## src/rtl/reg_wb_queue_pkg.sv

```systemverilog
// rtl/reg_wb_queue_pkg.sv - shared widths, register-file constants and enable decode for the writeback queue
package reg_wb_queue_pkg;

    localparam int AW_DEF    = 5;
    localparam int DW_DEF    = 32;
    localparam int REG_COUNT = 32;
    localparam logic [AW_DEF-1:0] ZERO_REG = '0;

    // Register 0 is hardwired, so its enable bit can never be produced.
    function automatic logic [REG_COUNT-1:0] onehot(input logic [AW_DEF-1:0] addr);
        logic [REG_COUNT-1:0] v;
        v = '0;
        if (addr != ZERO_REG) v[addr] = 1'b1;
        return v;
    endfunction

endpackage

```

## src/rtl/wbq_fifo_mem.sv

```systemverilog
// rtl/wbq_fifo_mem.sv - writeback queue storage with per-entry valid and full parallel read-out
module wbq_fifo_mem #(
    parameter int DEPTH = 4,
    parameter int IW    = 2,
    parameter int AW    = 5,
    parameter int DW    = 32
) (
    input  logic                Clk,
    input  logic                Clrn,
    input  logic                i_wr_en,
    input  logic [IW-1:0]       i_wr_idx,
    input  logic [AW-1:0]       i_wr_addr,
    input  logic [DW-1:0]       i_wr_data,
    input  logic                i_clr_en,
    input  logic [IW-1:0]       i_clr_idx,
    output logic [DEPTH-1:0]    o_valid,
    output logic [DEPTH*AW-1:0] o_addr,
    output logic [DEPTH*DW-1:0] o_data
);

    logic [DEPTH-1:0] r_valid;
    logic [AW-1:0]    r_addr [DEPTH];
    logic [DW-1:0]    r_data [DEPTH];

    always_ff @(posedge Clk or negedge Clrn) begin
        if (!Clrn) begin
            r_valid <= '0;
        end else begin
            if (i_clr_en) r_valid[i_clr_idx] <= 1'b0;
            if (i_wr_en)  r_valid[i_wr_idx]  <= 1'b1;
        end
    end

    // Payload needs no reset: nothing reads it unless the valid bit is set.
    always_ff @(posedge Clk) begin
        if (i_wr_en) begin
            r_addr[i_wr_idx] <= i_wr_addr;
            r_data[i_wr_idx] <= i_wr_data;
        end
    end

    assign o_valid = r_valid;

    for (genvar g = 0; g < DEPTH; g++) begin : g_out
        assign o_addr[g*AW +: AW] = r_addr[g];
        assign o_data[g*DW +: DW] = r_data[g];
    end

endmodule

```

## src/rtl/reg_wb_queue.sv

```systemverilog
// rtl/reg_wb_queue.sv - writeback FIFO feeding the register array, with pending bitmap and youngest-value forwarding
module reg_wb_queue
    import reg_wb_queue_pkg::*;
#(
    parameter int DEPTH = 4,
    parameter int AW    = AW_DEF,
    parameter int DW    = DW_DEF
) (
    input  logic              Clk,
    input  logic              Clrn,
    input  logic              wb_valid,
    output logic              wb_ready,
    input  logic [AW-1:0]     wb_addr,
    input  logic [DW-1:0]     wb_data,
    input  logic              drain_en,
    output logic [DW-1:0]     D,
    output logic [2**AW-1:0]  En,
    output logic [2**AW-1:0]  pend,
    input  logic [AW-1:0]     fwd_addr,
    output logic              fwd_hit,
    output logic [DW-1:0]     fwd_data
);

    localparam int IW = $clog2(DEPTH);
    localparam int PW = IW + 1;
    localparam int NR = 2**AW;

    logic [PW-1:0]       r_wr_ptr;
    logic [PW-1:0]       r_rd_ptr;
    logic [DW-1:0]       r_D;
    logic [NR-1:0]       r_En;

    logic                w_full;
    logic                w_empty;
    logic                w_push;
    logic                w_pop;
    logic [DEPTH-1:0]    w_valid;
    logic [DEPTH*AW-1:0] w_mem_addr;
    logic [DEPTH*DW-1:0] w_mem_data;
    logic [AW-1:0]       w_head_addr;
    logic [DW-1:0]       w_head_data;
    logic [NR-1:0]       w_pend;
    logic                w_hit;
    logic [DW-1:0]       w_fd;
    logic [IW-1:0]       w_idx;

    assign w_full   = (r_wr_ptr ^ r_rd_ptr) == {1'b1, {IW{1'b0}}};
    assign w_empty  = (r_wr_ptr == r_rd_ptr);
    assign wb_ready = ~w_full;
    // Writes to the zero register complete the handshake but are dropped here.
    assign w_push   = wb_valid & ~w_full & (wb_addr != ZERO_REG);
    assign w_pop    = drain_en & ~w_empty;

    assign w_head_addr = w_mem_addr[r_rd_ptr[IW-1:0]*AW +: AW];
    assign w_head_data = w_mem_data[r_rd_ptr[IW-1:0]*DW +: DW];

    wbq_fifo_mem #(
        .DEPTH (DEPTH),
        .IW    (IW),
        .AW    (AW),
        .DW    (DW)
    ) u_mem (
        .Clk       (Clk),
        .Clrn      (Clrn),
        .i_wr_en   (w_push),
        .i_wr_idx  (r_wr_ptr[IW-1:0]),
        .i_wr_addr (wb_addr),
        .i_wr_data (wb_data),
        .i_clr_en  (w_pop),
        .i_clr_idx (r_rd_ptr[IW-1:0]),
        .o_valid   (w_valid),
        .o_addr    (w_mem_addr),
        .o_data    (w_mem_data)
    );

    always_ff @(posedge Clk or negedge Clrn) begin
        if (!Clrn) begin
            r_wr_ptr <= '0;
            r_rd_ptr <= '0;
            r_D      <= '0;
            r_En     <= '0;
        end else begin
            if (w_push) r_wr_ptr <= r_wr_ptr + 1'b1;
            if (w_pop) begin
                r_rd_ptr <= r_rd_ptr + 1'b1;
                r_D      <= w_head_data;
                r_En     <= onehot(w_head_addr);
            end else begin
                r_En     <= '0;
            end
        end
    end

    always_comb begin
        w_pend = r_En;
        for (int i = 0; i < DEPTH; i++) begin
            if (w_valid[i]) w_pend = w_pend | onehot(w_mem_addr[i*AW +: AW]);
        end
    end

    // Walk oldest to newest so the youngest matching entry overrides; the in-flight stage is older than any queued entry.
    always_comb begin
        w_hit = 1'b0;
        w_fd  = '0;
        w_idx = '0;
        if (r_En[fwd_addr]) begin
            w_hit = 1'b1;
            w_fd  = r_D;
        end
        for (int k = 0; k < DEPTH; k++) begin
            w_idx = r_rd_ptr[IW-1:0] + IW'(k);
            if (w_valid[w_idx] && (w_mem_addr[w_idx*AW +: AW] == fwd_addr)) begin
                w_hit = 1'b1;
                w_fd  = w_mem_data[w_idx*DW +: DW];
            end
        end
        if (fwd_addr == ZERO_REG) begin
            w_hit = 1'b0;
            w_fd  = '0;
        end
    end

    assign D        = r_D;
    assign En       = r_En;
    assign pend     = w_pend;
    assign fwd_hit  = w_hit;
    assign fwd_data = w_fd;

endmodule

```

## config.mk

```make
export PLATFORM = sky130hd
export DESIGN_NAME = reg_wb_queue
export DESIGN_NICKNAME = d
export VERILOG_FILES = /design/src/rtl/reg_wb_queue_pkg.sv /design/src/rtl/wbq_fifo_mem.sv /design/src/rtl/reg_wb_queue.sv
export SDC_FILE = /design/constraint.sdc
export NUM_CORES = 1
export LEC_CHECK = 0
export ABC_AREA = 1
export BUFFER_PORTS_ARGS = -buffer_cell sky130_fd_sc_hd__buf_2
export CAP_MARGIN = 15
export CORE_MARGIN = 4
export CORE_UTILIZATION = 60
export DETAILED_ROUTE_END_ITERATION = 12
export HOLD_SLACK_MARGIN = 0.08
export PLACE_DENSITY = 0.8
export SETUP_SLACK_MARGIN = 0.5
export SLEW_MARGIN = 5
export SYNTH_ARGS = -nofsm -noshare
export SYNTH_HDL_FRONTEND = slang
export SYNTH_SLANG_ARGS = --single-unit
```

## constraint.sdc

```tcl
create_clock -name Clk -period 5.75 [get_ports Clk]
set_clock_uncertainty 0.05 [all_clocks]
set_input_delay 0 -clock Clk [delete_from_list [all_inputs] [get_ports Clk]]
set_output_delay 0 -clock Clk [all_outputs]
set_load 0.005 [all_outputs]
```

==> impl_results.md <==
* Wire per inst at 17.8 µm
* Period utilization at 87.0%
* Vias in the first global route at 13.2k
* Largest net degree at the start of global routing at 119
* Later-pin clock latency in the skew report at 0.53 ns
* Congestion Overflow GR at 0
* Setup bufs post-CTS at 0
* Max frequency at 200 MHz
* DR vias/cell at 5.74
* Worst Tran Pin Value at 1.09 ns
* Syn_area_per_cell at 7.31 µm²
* H-tree levels at 1
* Fraction of layout cells with a size suffix above 1 at 14.2%
* # fillers at 1959
* Die width at 162 µm
* Cells after Synth at 1947
* Slew margin rel. at 27.0%
* LEAKAGE at 0.00745 µW
* Layout net count at 2143
* Sum of negative setup slack at 0 ns
* Critical path class: flip-flop to output pin
* Post-Syn Nets at 2001
* Die ar. at 0.0263 mm²
* Routability Congestion at 1.03
* Starting Density at 60.8%
* CTS Sinks at 222
* First-pass GRT wire length at 68600 µm
* ANT nets after route at 0
* Power density over the cells at 543 mW/mm²
* Area of the multi-input gates at 0.00672 mm²
* Mapped Area at 0.0142 mm²
* Maximum Capacitance Violations at 0
* Cell taking the most area after synthesis: edfxtp_1
* Die Height at 162 µm
* TritonCTS clock tree: built
* Clock transition at path regs at 0.06 ns
* Top-level port count at 176
* Data required time of the worst path at 5.70 ns
* Vias at 13.9k
* Peak supply drop at 0.000459 V
* Seq/Total Area, Yosys at 44.2%
* Router iterations before antenna repair at 6
* Design Power at 8830 µW
* Wirelength, routed at 43100 µm
* Standard-cell rows at 56
* Gr usage total at 32.7%
* Synth top area share at 31.2%
* Storage cell area at 0.00630 mm²
* Yosys warnings at 0
* Root Driver: clkbuf_16
* R2R Path Start: r_rd_ptr[0]
* Critical Path Source Type: flip-flop
* Crit path time final at 5.00 ns
* Library cells used by synthesis at 44
* Status: finished, final reports clean
* Placed insts at 2342
* Hold WS at 0.122 ns
* Worst Hold Class: input pin to async pin
* Clk buf depth at 3
* Data arrival, critical path at 4.95 ns
* DP HPWL at 28700 µm
* Initial antenna violation count at 1
* CP Capture Type: output pin
* CP Max Fanout at 69
* DRC viols at 0
* RSZ-0062 raised after global routing: true
* Core footprint at 0.0234 mm²
* Synth-to-Final Area Change at 14.2%
* Final setup fails at 0
* Input/output buffers at 175
* Synth top area cells: edfxtp_1 31%, nand2_1 16%, dfrtp_1 13%
* Count of state elements after synthesis at 222
* Starting DRC count in detailed routing at 1289
* Fin cells at 2427
* Count of final max-slew check failures at 0
* Hold Violations, Final at 0
* CTS Buf Count at 24
* Critical path startpoint: r_rd_ptr[0]
metal layers:
| layer | vias to the layer above | routed length, µm | GRT usage, % |
|---|---|---|---|
| met5 | - | 0 | 0 |
| met3 | 117 | 4020 | 5.18 |
| met4 | 0 | 1480 | 12.5 |
| met2 | 676 | 20400 | 54.7 |
| met1 | 6412 | 17200 | 43.1 |
| li1 | 6717 | - | - |
through the flow:
stage	utilization [%]	setup WS, ns	instance area, µm²
final	69.5	0.750	16300
after global routing	69.5	0.409	16300
after detailed placement	64.2	1.36	15000
after CTS	69.5	0.808	16300
after global placement	64.2	1.53	15000
after floorplan	-	2.35	14200
what timing repair did:
item / CTS / global route
resized for setup: 0 / 1
hold buffers: 40 / 0
endpoints found under the hold margin: 234 / 0
setup endpoints to repair: 0 / 11
critical path: stages (launching register included):
cell and delay (ns):
dfrtp_4 0.71, inv_4 0.34, ha_1 0.69, clkinv_2 0.32
buf_4 0.38, nand2_1 0.16, nand2_1 0.06, nand2_1 0.05
nand2_1 0.05, nor2_2 0.17, nand2_2 0.09, nor2_4 0.69
nor2_1 0.11, nand2_1 0.09, nand2_1 0.05, a21oi_1 0.22
buf_2 0.18
flip-flops by register name, summed over array words and instances, names as in the netlist:
| register | cells |
|---|---|
| D | 32 |
| u_mem.o_valid | 4 |
| En | 32 |
| r_rd_ptr | 3 |
| u_mem.r_addr | 20 |
| u_mem.r_data | 128 |
| r_wr_ptr | 3 |
cells by family (layout without fill, tap and decap cells):
family	Yosys count	after routing	share of synthesized area, %
compound gates	412	412	16.6
xor+xnor	8	8	0.492
fa+ha+maj	8	8	0.703
buf+inv	272	432	8.79
flops	222	222	44.2
mux	2	2	0.141
other cells	1	2	0.0263
simple gates	1022	1022	29.0
Yosys cell counts, drive strengths merged:
cell type,count
o211ai,7
edfxtp,148
inv,154
o221ai,17
clkinv,1
nand3,123
or2,8
clkbuf,43
xnor2,3
buf,74
nand2,598
a32oi,2
o2111ai,4
o21a,1
o41ai,1
a221oi,11
mux2i,2
nor3,28
dfrtp,74
a21oi,52
a22oi,4
a211oi,7
o21ai,302
nand4,2
conb,1
xor2,5
o22ai,3
ha,8
a2111o,1
nor2,263
cell type report:
class,count,share of cell area [%]
Multi-Input combinational cell,1453,41.3
Sequential cell,222,38.7
Timing Repair Buffer,233,8.69
Clock buffer,34,4.43
Inverter,155,3.62
Tap cell,319,2.45
Clock inverter,10,0.723
Antenna cell,1,0.0154
where the power goes:
part	internal, µW	switching (µW)
combinational	1530	3180
clock	965	643
sequential	2150	358
worst paths after layout:
kind,slack (ns),cells past startpoint,end
min,0.12,2,r_wr_ptr[1]
max in group asynchronous,4.78,2,r_rd_ptr[0]
max reg2reg,2.48,7,u_mem.r_data[3][3]
max,0.75,16,fwd_data[1]
min in group Clk,0.16,2,u_mem.r_data[2][22]
min reg2reg,0.45,1,r_wr_ptr[2]
cell usage in the layout (no fill, tap or decap), types with 3 or more instances in the layout:
| cell type | netlist | final |
|---|---|---|
| o2111ai_1 | 4 | 4 |
| clkinv_1 | 1 | 3 |
| a221oi_1 | 11 | 11 |
| o221ai_1 | 17 | 17 |
| nand3_1 | 113 | 113 |
| o22ai_1 | 3 | 3 |
| clkinv_2 | 0 | 4 |
| nand3_2 | 10 | 9 |
| o21ai_0 | 284 | 284 |
| a21oi_1 | 23 | 23 |
| ha_1 | 8 | 8 |
| clkbuf_8 | 0 | 4 |
| inv_1 | 149 | 147 |
| a22oi_1 | 4 | 4 |
| inv_2 | 3 | 3 |
| a211oi_1 | 7 | 7 |
| a21oi_2 | 29 | 29 |
| o21ai_1 | 18 | 18 |
| dlygate4sd3_1 | 0 | 40 |
| xor2_1 | 5 | 5 |
| buf_2 | 36 | 174 |
| edfxtp_1 | 148 | 148 |
| nor2_4 | 1 | 4 |
| nor2_1 | 261 | 258 |
| nand2_2 | 7 | 8 |
| xnor2_1 | 3 | 3 |
| clkbuf_1 | 43 | 4 |
| buf_4 | 14 | 19 |
| o211ai_1 | 7 | 7 |
| clkinvlp_4 | 0 | 3 |
| or2_2 | 7 | 7 |
| dfrtp_1 | 74 | 72 |
| nand2_1 | 591 | 590 |
| nor3_1 | 28 | 28 |
| clkbuf_16 | 0 | 26 |
Power figures use the tool's default switching activity.
